`src/rtl/recip_seed_pkg.sv`:
```
// Shared helpers for the reciprocal-seed datapath: width helper, table entry
// generator and the seed value emitted for a zero divisor.
package recip_seed_pkg;

    function automatic int unsigned clog2(input int unsigned n);
        int unsigned r;
        r = 0;
        while ((64'd1 << r) < 64'(n)) begin
            r++;
        end
        return r;
    endfunction

    // Midpoint-interval reciprocal: 1/(1 + (i+0.5)/2^lut_aw), clamped so entry 0 fits.
    function automatic int unsigned recip_entry(input int unsigned i,
                                                input int unsigned lut_aw,
                                                input int unsigned seed_w);
        longint unsigned num;
        longint unsigned den;
        longint unsigned q;
        longint unsigned lim;
        num = 64'd1 << (seed_w + lut_aw + 1);
        den = (64'd1 << (lut_aw + 1)) + 64'd2 * 64'(i) + 64'd1;
        q   = num / den;
        lim = (64'd1 << seed_w) - 64'd1;
        return 32'((q > lim) ? lim : q);
    endfunction

    function automatic longint unsigned zero_div_seed(input int unsigned seed_w);
        return (64'd1 << seed_w) - 64'd1;
    endfunction

endpackage

```
`src/rtl/recip_lzc.sv`:
```
// Combinational leading-zero counter with an all-zero flag; count is 0 when
// the input is all zeros.
module recip_lzc
    import recip_seed_pkg::*;
#(
    parameter int unsigned WIDTH = 32,
    localparam int unsigned CntW = clog2(WIDTH)
) (
    input  logic [WIDTH-1:0] in_i,
    output logic [CntW-1:0]  cnt_o,
    output logic             zero_o
);

    // Scan upward so the highest set bit is the last to assign the count.
    always_comb begin
        cnt_o = '0;
        for (int unsigned i = 0; i < WIDTH; i++) begin
            if (in_i[i]) begin
                cnt_o = CntW'(WIDTH - 1 - i);
            end
        end
    end

    assign zero_o = ~|in_i;

endmodule

```
`src/rtl/recip_seed_pipe.sv`:
```
// Three-stage reciprocal-seed generator: normalise, table lookup, output
// register, with a valid/ready handshake and per-stage stall propagation.
module recip_seed_pipe
    import recip_seed_pkg::*;
#(
    parameter int unsigned IN_W   = 32,
    parameter int unsigned LUT_AW = 8,
    parameter int unsigned SEED_W = 8,
    parameter int unsigned TAG_W  = 4
) (
    input  logic                     clk,
    input  logic                     rst,
    input  logic                     in_valid,
    output logic                     in_ready,
    input  logic [IN_W-1:0]          in_div,
    input  logic [TAG_W-1:0]         in_tag,
    output logic                     out_valid,
    input  logic                     out_ready,
    output logic [SEED_W-1:0]        out_seed,
    output logic [$clog2(IN_W)-1:0]  out_shift,
    output logic                     out_dz,
    output logic [TAG_W-1:0]         out_tag
);

    localparam int unsigned ShW     = clog2(IN_W);
    localparam int unsigned LutSize = 2 ** LUT_AW;
    localparam logic [SEED_W-1:0] DzSeed = SEED_W'(zero_div_seed(SEED_W));

    logic [SEED_W-1:0] lut [LutSize];

    for (genvar g = 0; g < LutSize; g++) begin : g_lut
        assign lut[g] = SEED_W'(recip_entry(g, LUT_AW, SEED_W));
    end

    logic rdy1, rdy2, rdy3;
    logic v1_q, v2_q, v3_q;

    logic [ShW-1:0]    lzc_cnt;
    logic              lzc_zero;
    logic [IN_W-1:0]   norm;
    logic              unused_norm;
    logic [LUT_AW-1:0] addr_d, addr1_q;
    logic [ShW-1:0]    shift_d, shift1_q, shift2_q;
    logic              dz1_q, dz2_q;
    logic [TAG_W-1:0]  tag1_q, tag2_q;
    logic [SEED_W-1:0] seed2_d, seed2_q;

    logic [SEED_W-1:0] out_seed_q;
    logic [ShW-1:0]    out_shift_q;
    logic              out_dz_q;
    logic [TAG_W-1:0]  out_tag_q;

    recip_lzc #(
        .WIDTH (IN_W)
    ) u_lzc (
        .in_i   (in_div),
        .cnt_o  (lzc_cnt),
        .zero_o (lzc_zero)
    );

    // A stage may load when it is empty or its content moves on this edge.
    assign rdy3     = ~v3_q | out_ready;
    assign rdy2     = ~v2_q | rdy3;
    assign rdy1     = ~v1_q | rdy2;
    assign in_ready = rdy1;

    always_comb begin
        norm    = in_div << lzc_cnt;
        addr_d  = norm[IN_W-2 -: LUT_AW];
        shift_d = lzc_zero ? '0 : lzc_cnt;
        seed2_d = dz1_q ? DzSeed : lut[addr1_q];
    end

    // Only the address slice is needed; the leading one and low bits are dropped.
    assign unused_norm = ^norm;

    always_ff @(posedge clk) begin
        if (rst) begin
            v1_q        <= 1'b0;
            v2_q        <= 1'b0;
            v3_q        <= 1'b0;
            out_seed_q  <= '0;
            out_shift_q <= '0;
            out_dz_q    <= 1'b0;
            out_tag_q   <= '0;
        end else begin
            if (rdy1) v1_q <= in_valid;
            if (rdy2) v2_q <= v1_q;
            if (rdy3) v3_q <= v2_q;
            if (rdy3 && v2_q) begin
                out_seed_q  <= seed2_q;
                out_shift_q <= shift2_q;
                out_dz_q    <= dz2_q;
                out_tag_q   <= tag2_q;
            end
        end
    end

    always_ff @(posedge clk) begin
        if (rdy1 && in_valid) begin
            addr1_q  <= addr_d;
            shift1_q <= shift_d;
            dz1_q    <= lzc_zero;
            tag1_q   <= in_tag;
        end
        if (rdy2 && v1_q) begin
            seed2_q  <= seed2_d;
            shift2_q <= shift1_q;
            dz2_q    <= dz1_q;
            tag2_q   <= tag1_q;
        end
    end

    assign out_valid = v3_q;
    assign out_seed  = out_seed_q;
    assign out_shift = out_shift_q;
    assign out_dz    = out_dz_q;
    assign out_tag   = out_tag_q;

endmodule

```
`config.mk`:
```
export PLATFORM = sky130hd
export DESIGN_NAME = recip_seed_pipe
export DESIGN_NICKNAME = d
export VERILOG_FILES = /design/src/rtl/recip_seed_pkg.sv /design/src/rtl/recip_lzc.sv /design/src/rtl/recip_seed_pipe.sv
export SDC_FILE = /design/constraint.sdc
export NUM_CORES = 1
export LEC_CHECK = 0
export ABC_AREA = 1
export CAP_MARGIN = 0
export CORE_UTILIZATION = 30
export CTS_BUF_LIST = sky130_fd_sc_hd__clkbuf_2 sky130_fd_sc_hd__clkbuf_4 sky130_fd_sc_hd__clkbuf_8
export DETAILED_ROUTE_END_ITERATION = 8
export GPL_TIMING_DRIVEN = 0
export MAX_ROUTING_LAYER = met4
export PLACE_DENSITY = 0.54
export SYNTH_ARGS = -nofsm -noshare
export SYNTH_HDL_FRONTEND = slang
export SYNTH_HIERARCHICAL = 1
export SYNTH_SLANG_ARGS = --single-unit
```
`constraint.sdc`:
```
create_clock -name clk -period 8.5 [get_ports clk]
set_input_delay 1.7 -clock clk [delete_from_list [all_inputs] [get_ports clk]]
set_output_delay 1.7 -clock clk [all_outputs]
set_load 0.02 [all_outputs]
```
==> results.json, run 1 <==
{
  "grt_max_degree": 19,
  "cp.required_ps": 8550,
  "cp_slowest_cell": "clkdlybuf4s50_1",
  "slew_violations": 0,
  "htree_num_levels": 2,
  "holdCritPathClass": "flop to flop",
  "netlist_area_mm2": 0.00487,
  "viasPerCell": 4.83,
  "antenna_cells": 0,
  "antenna_left": 0,
  "clk_pin_slew_ps": 110,
  "max_freq_mhz": 204,
  "cts_buffers": 5,
  "setup_viol": 0,
  "synthArstFlopShare": 0,
  "grt_pass1_wl_mm": 23.2,
  "synth-xor-area-share": 0,
  "cap_violations": 0,
  "grt.overflow.total": 0,
  "ctsRootBufferMaster": "clkbuf_8",
  "antenna_found_initial": 0,
  "cpLargestDelayFamily": "simple AND/OR/NAND/NOR gates",
  "globalplace.congestion": 0.955,
  "yosys_register_bits": 56,
  "r2r_slack_ps": 6160,
  "drcViolationCount": 0,
  "clock_skew_ps": 19.4,
  "yosysWarnings": 6,
  "crit_buf_inv": 3,
  "fp-row-count": 46,
  "synthSimpleGateAreaFrac": 0.409,
  "fin_tns_setup_ps": 0,
  "synth_top_family_by_area": "simple AND/OR/NAND/NOR gates",
  "synthCells": 789,
  "grtUsageTotal": 0.179,
  "ys_seq_area_frac": 0.302,
  "cts_hold_buf": 0,
  "critPathLaunchType": "input pin",
  "dp_hpwl_mm": 11.0,
  "max-slew-margin-rel": 0.170,
  "cp_max_fo": 10,
  "area_delta_synth_final_pct": 19.5,
  "status": "finished, final reports clean",
  "routed_wl_mm": 14.0,
  "start_util": 0.306,
  "fin_nets": 908,
  "synth.area.mux_share": 0,
  "die_area_mm2": 0.0167,
  "power_leakage_nw": 2.62,
  "post-route-min-period_ps": 4900,
  "synth_top_area_share": 0.235,
  "dr.pass1.iters": 5,
  "end_kind": "flop",
  "r2r-start": "addr1_q[1]",
  "irDropWorstVdd_mv": 0.0647,
  "synth_edf_count": 35,
  "grt_pass1_vias": 4685,
  "power.density_mw_per_mm2": 125,
  "ys.flop_type": "edfxtp_1",
  "post_cts_buffers": 0,
  "die_w_um": 129,
  "worst_hold_path.endpoint": "tag2_q[3]",
  "clock-sinks": 56,
  "finalHoldViolCount": 0,
  "synthTopCellsByArea": "nand2_1 24%, edfxtp_1 22%, dfxtp_1 8.6%, nand3_1 8.4%, a21oi_1 5.8%",
  "netlist_top_cells_count": "305 x nand2_1, 82 x nand3_1, 65 x inv_1, 56 x a21oi_1, 55 x nor2_1",
  "crit_top_cell": "nand2_1",
  "power_mw": 0.725,
  "yosysMostFrequentCell": "nand2_1",
  "worst_pin_slew_ps": 1230,
  "cts_tree": "yes",
  "min_path_cells": 0,
  "synth_area_leader_cell": "nand2_1",
  "worstSetupPathType": "input pin to flop",
  "rsz0062_at_grt": "no",
  "via_count": 5183,
  "clk_latency_ps": 310,
  "synth_fa_ha_area_frac": 0.0334,
  "initialDrtViolationCount": 410,
  "fin_crit_sh": 0.577,
  "worstPathArrival_ps": 4950,
  "holdCritStartpoint": "tag1_q[3]",
  "wl_per_cell_um": 13.1,
  "io_pins": 60,
  "clk_path_buf_depth": 2,
  "ff2ff_path_depth": 10,
  "syn-num-nets": 842,
  "die_h_um": 129,
  "portBuffers": 59,
  "syn_area_per_cell_um2": 6.17,
  "coreArea_mm2": 0.0159,
  "drive_above_1_share": 0.0701,
  "timing.rr.end": "seed2_q[1]",
  "cts_resized": 0,
  "synth_compound_area_frac": 0.143,
  "slowest_delay_ps": 560,
  "synthDistinctLibCells": 41
}
==> registers in the layout, summed over array words and instances (netlist names) <==
signal,flops
out_valid,1
out_shift,5
shift1_q,5
tag2_q,4
v1_q,1
tag1_q,4
dz2_q,1
out_dz,1
seed2_q,7
addr1_q,8
v2_q,1
shift2_q,5
out_tag,4
dz1_q,1
out_seed,8
==> area by class of cell <==
type                    instances  area (um^2)
clock inverters                 3         20.0
fillers                      1816        10100
flip-flops and latches         56         1470
clock buffers                   5         68.8
multi-input cells             616         2850
inverters                      81          332
well taps                     216          270
repair buffers                 59          591
plain buffers                  36          214
==> worst max-delay path by stage <==
stage          slack, ps  cells after the start       from    endpoint
2_1_floorplan       4310                     41  in_div[1]  addr1_q[4]
3_3_place_gp        3190                     40  in_div[0]  addr1_q[1]
5_1_grt             3020                     40  in_div[0]  addr1_q[6]
4_1_cts             3540                     40  in_div[0]  addr1_q[1]
6_report            3600                     40  in_div[0]  addr1_q[1]
3_5_place_dp        3220                     40  in_div[0]  addr1_q[1]
==> power breakdown <==
part	switching (mW)	internal [mW]
Sequential	0.00874	0.306
Clock	0.0846	0.0589
Combinational	0.168	0.0993
Total	0.261	0.464
==> kinds of logic after synthesis <==
logic type                 after synthesis
DFF                                     56
buffers and inverters                  117
AOI/OAI and AO/OA                      126
and+or+nand+nor                        477
adders and majority gates               13
==> cell usage in the layout, fill, tap and decap left out, drive strengths merged <==
cell and instances:
a211oi 1, a21boi 1, a21oi 57, a311oi 1, a31o 1, a31oi 3
and2 7, buf 25, bufinv 2, clkbuf 16, clkdlybuf4s50 59, clkinv 3
dfxtp 21, edfxtp 35, ha 13, inv 79, nand2 307, nand2b 1
nand3 82, nand4 1, nor2 58, nor3 4, nor4 3, o2111ai 1
o211ai 7, o21ai 50, o21bai 2, o22ai 1, o31ai 1, or2 14
==> metal layers <==
layer  GRT usage  routed length [um]  vias up  part of all wire
li1            -                   -     2679                 -
met3      0.0157                 548       22             0.039
met2       0.294                6520      137              0.46
met5           -                   0        -                 0
met4      0.0519                 291        0             0.021
met1       0.232                6670     2345              0.48
==> per-stage QoR <==
step | util | hold slack, ps | area, um^2 | std cells | setup slack [ps]
after CTS | 0.366 | 426 | 5820 | 1072 | 3540
after detailed placement | 0.361 | 405 | 5730 | 1064 | 3220
after global routing | 0.366 | 428 | 5820 | 1072 | 3020
after global placement | 0.361 | 401 | 5730 | 1064 | 3190
after floorplan | - | 400 | 4870 | 789 | 4310
final | 0.366 | 420 | 5820 | 1072 | 3600
Power figures use the tool's default switching activity.
==> inputs of run 2 (changes only) <==
==> constraint.sdc (replaced) <==
create_clock -name clk -period 5.1 [get_ports clk]
set_input_delay 1.02 -clock clk [delete_from_list [all_inputs] [get_ports clk]]
set_output_delay 1.02 -clock clk [all_outputs]
set_load 0.02 [all_outputs]
==> results of run 2 <==
Same layout as run 1 (identical final DEF). Status: finished, final reports clean.
Among the figures that moved: setup slack after placement 3220 ps -> 496 ps; setup slack after layout 3600 ps -> 876 ps; register-to-register setup slack 6160 ps -> 2760 ps; total power 0.725 mW -> 1.21 mW; worst IR drop on VDD 0.0647 mV -> 0.108 mV
==> inputs of run 3 (changes only) <==
==> constraint.sdc (replaced) <==
create_clock -name clk -period 4.3 [get_ports clk]
set_input_delay 0.86 -clock clk [delete_from_list [all_inputs] [get_ports clk]]
set_output_delay 0.86 -clock clk [all_outputs]
set_load 0.02 [all_outputs]
==> results.json, run 3 (synthesized netlist as in run 1, its figures left out) <==
{
  "status": "finished, final reports clean",
  "worstPathArrival_ps": 3900,
  "start_util": 0.306,
  "grtUsageTotal": 0.179,
  "min_path_cells": 0,
  "initialDrtViolationCount": 447,
  "end_kind": "flop",
  "drive_above_1_share": 0.0713,
  "multi_input_area_mm2": 0.00286,
  "antenna_cells": 0,
  "max_freq_mhz": 260,
  "grt_max_degree": 19,
  "power_mw": 1.43,
  "io_pins": 60,
  "irDropWorstVdd_mv": 0.128,
  "viasPerCell": 4.83,
  "dr.pass1.iters": 5,
  "worstSetupPathType": "input pin to flop",
  "max-slew-margin-rel": 0.171,
  "fin_crit_sh": 0.896,
  "cts_tree": "yes",
  "setup_slack_ps": 447,
  "power_leakage_nw": 2.68,
  "power.density_mw_per_mm2": 246,
  "post-route-min-period_ps": 3850,
  "grt_pass1_vias": 4685,
  "worst_pin_slew_ps": 1230,
  "dp_hpwl_mm": 11.0,
  "clk_pin_slew_ps": 110,
  "routed_wl_mm": 14.1,
  "critPathLaunchType": "input pin",
  "clk_latency_ps": 310,
  "ctsRootBufferMaster": "clkbuf_8",
  "wl_per_cell_um": 13.1,
  "htree_num_levels": 2,
  "antenna_found_initial": 0,
  "portBuffers": 59,
  "layout_commonest_cell": "nand2_1",
  "die_area_mm2": 0.0167,
  "crit_top_cell": "nand2_1",
  "via_count": 5180,
  "dp_worst_setup_slack_ps": -144,
  "cp.required_ps": 4350,
  "cp_slowest_cell": "clkdlybuf4s50_1",
  "fin_nets": 908,
  "holdCritPathClass": "flop to flop",
  "slowest_delay_ps": 490,
  "cp_max_fo": 10,
  "cts_buffers": 5,
  "antenna_left": 0,
  "setup_viol": 0,
  "die_h_um": 129,
  "slew_violations": 0,
  "fp-row-count": 46,
  "cap_violations": 0,
  "fillers": 1819,
  "drcViolationCount": 0,
  "grt.overflow.total": 0,
  "area_delta_synth_final_pct": 20.1,
  "clock-sinks": 56,
  "finalHoldViolCount": 0,
  "final_cell_mix": "305 x nand2_1, 82 x nand3_1, 65 x inv_1",
  "die_w_um": 129,
  "grt_pass1_wl_mm": 23.2,
  "regArea_mm2": 0.00147,
  "globalplace.congestion": 0.955,
  "coreArea_mm2": 0.0159,
  "clk_path_buf_depth": 2,
  "ff2ff_path_depth": 10,
  "rsz0062_at_grt": "no",
  "clock_skew_ps": 19.4
}
[run 3: cell types whose count changed in the layout (fill, tap and decap cells not counted)]
cell	delta
dlymetal6s2s_1	+6
a21oi_2	-1
a21oi_4	+1
o21ai_0	-1
o21ai_2	+1
clkdlybuf4s50_1	-6
[run 3: layout make-up]
type	instances	area share
inverter	81	0.0568
tap	216	0.0463
clock inverter	3	0.00343
multi-input combinational	616	0.490
sequential	56	0.252
timing repair buffer	59	0.104
buffer	36	0.0366
clock buffer	5	0.0118
[run 3: what timing repair did]
action / CTS / global route
hold buffers: 0 / 0
setup buffers: 0 / 0
resized for setup: 0 / 9
setup endpoints to repair: 0 / 8
[run 3: power by group]
| group | total (mW) | leakage, nW | internal (mW) | switching (mW) |
|---|---|---|---|---|
| Sequential | 0.621 | 0.511 | 0.604 | 0.0173 |
| Clock | 0.284 | 0.0489 | 0.116 | 0.167 |
| Combinational | 0.529 | 2.12 | 0.196 | 0.333 |
| Total | 1.43 | 2.68 | 0.917 | 0.518 |
[run 3: critical path: cells and delay by family]
family / cells / cell delay (ps)
and+or+nand+nor: 30 / 1610
buffers and inverters: 4 / 850
AOI/OAI and AO/OA: 3 / 580
[run 3: through the flow]
stage	TNS [ps]	cell area [um^2]	instances	util	hold WS, ps
floorplan	0	4870	789	-	400
global placement	-1180	5730	1064	0.361	401
detailed placement	-969	5730	1064	0.361	405
CTS	0	5820	1072	0.366	426
global route	0	5840	1072	0.368	428
finish	0	5840	1072	0.368	420
[run 3: per-layer routing]
layer / GRT usage / share of wire / vias to the layer above / wire length, um
li1: - / - / 2679 / -
met1: 0.232 / 0.48 / 2340 / 6740
met2: 0.294 / 0.46 / 139 / 6530
met3: 0.0157 / 0.038 / 22 / 534
met4: 0.0519 / 0.021 / 0 / 291
met5: - / 0 / - / 0
[run 3: final timing paths]
path         startpoint          to  slack [ps]
min reg2reg   tag1_q[3]   tag2_q[3]         420
max           in_div[5]  addr1_q[1]         450
max reg2reg  addr1_q[1]  seed2_q[1]        1920
min           tag1_q[3]   tag2_q[3]         420
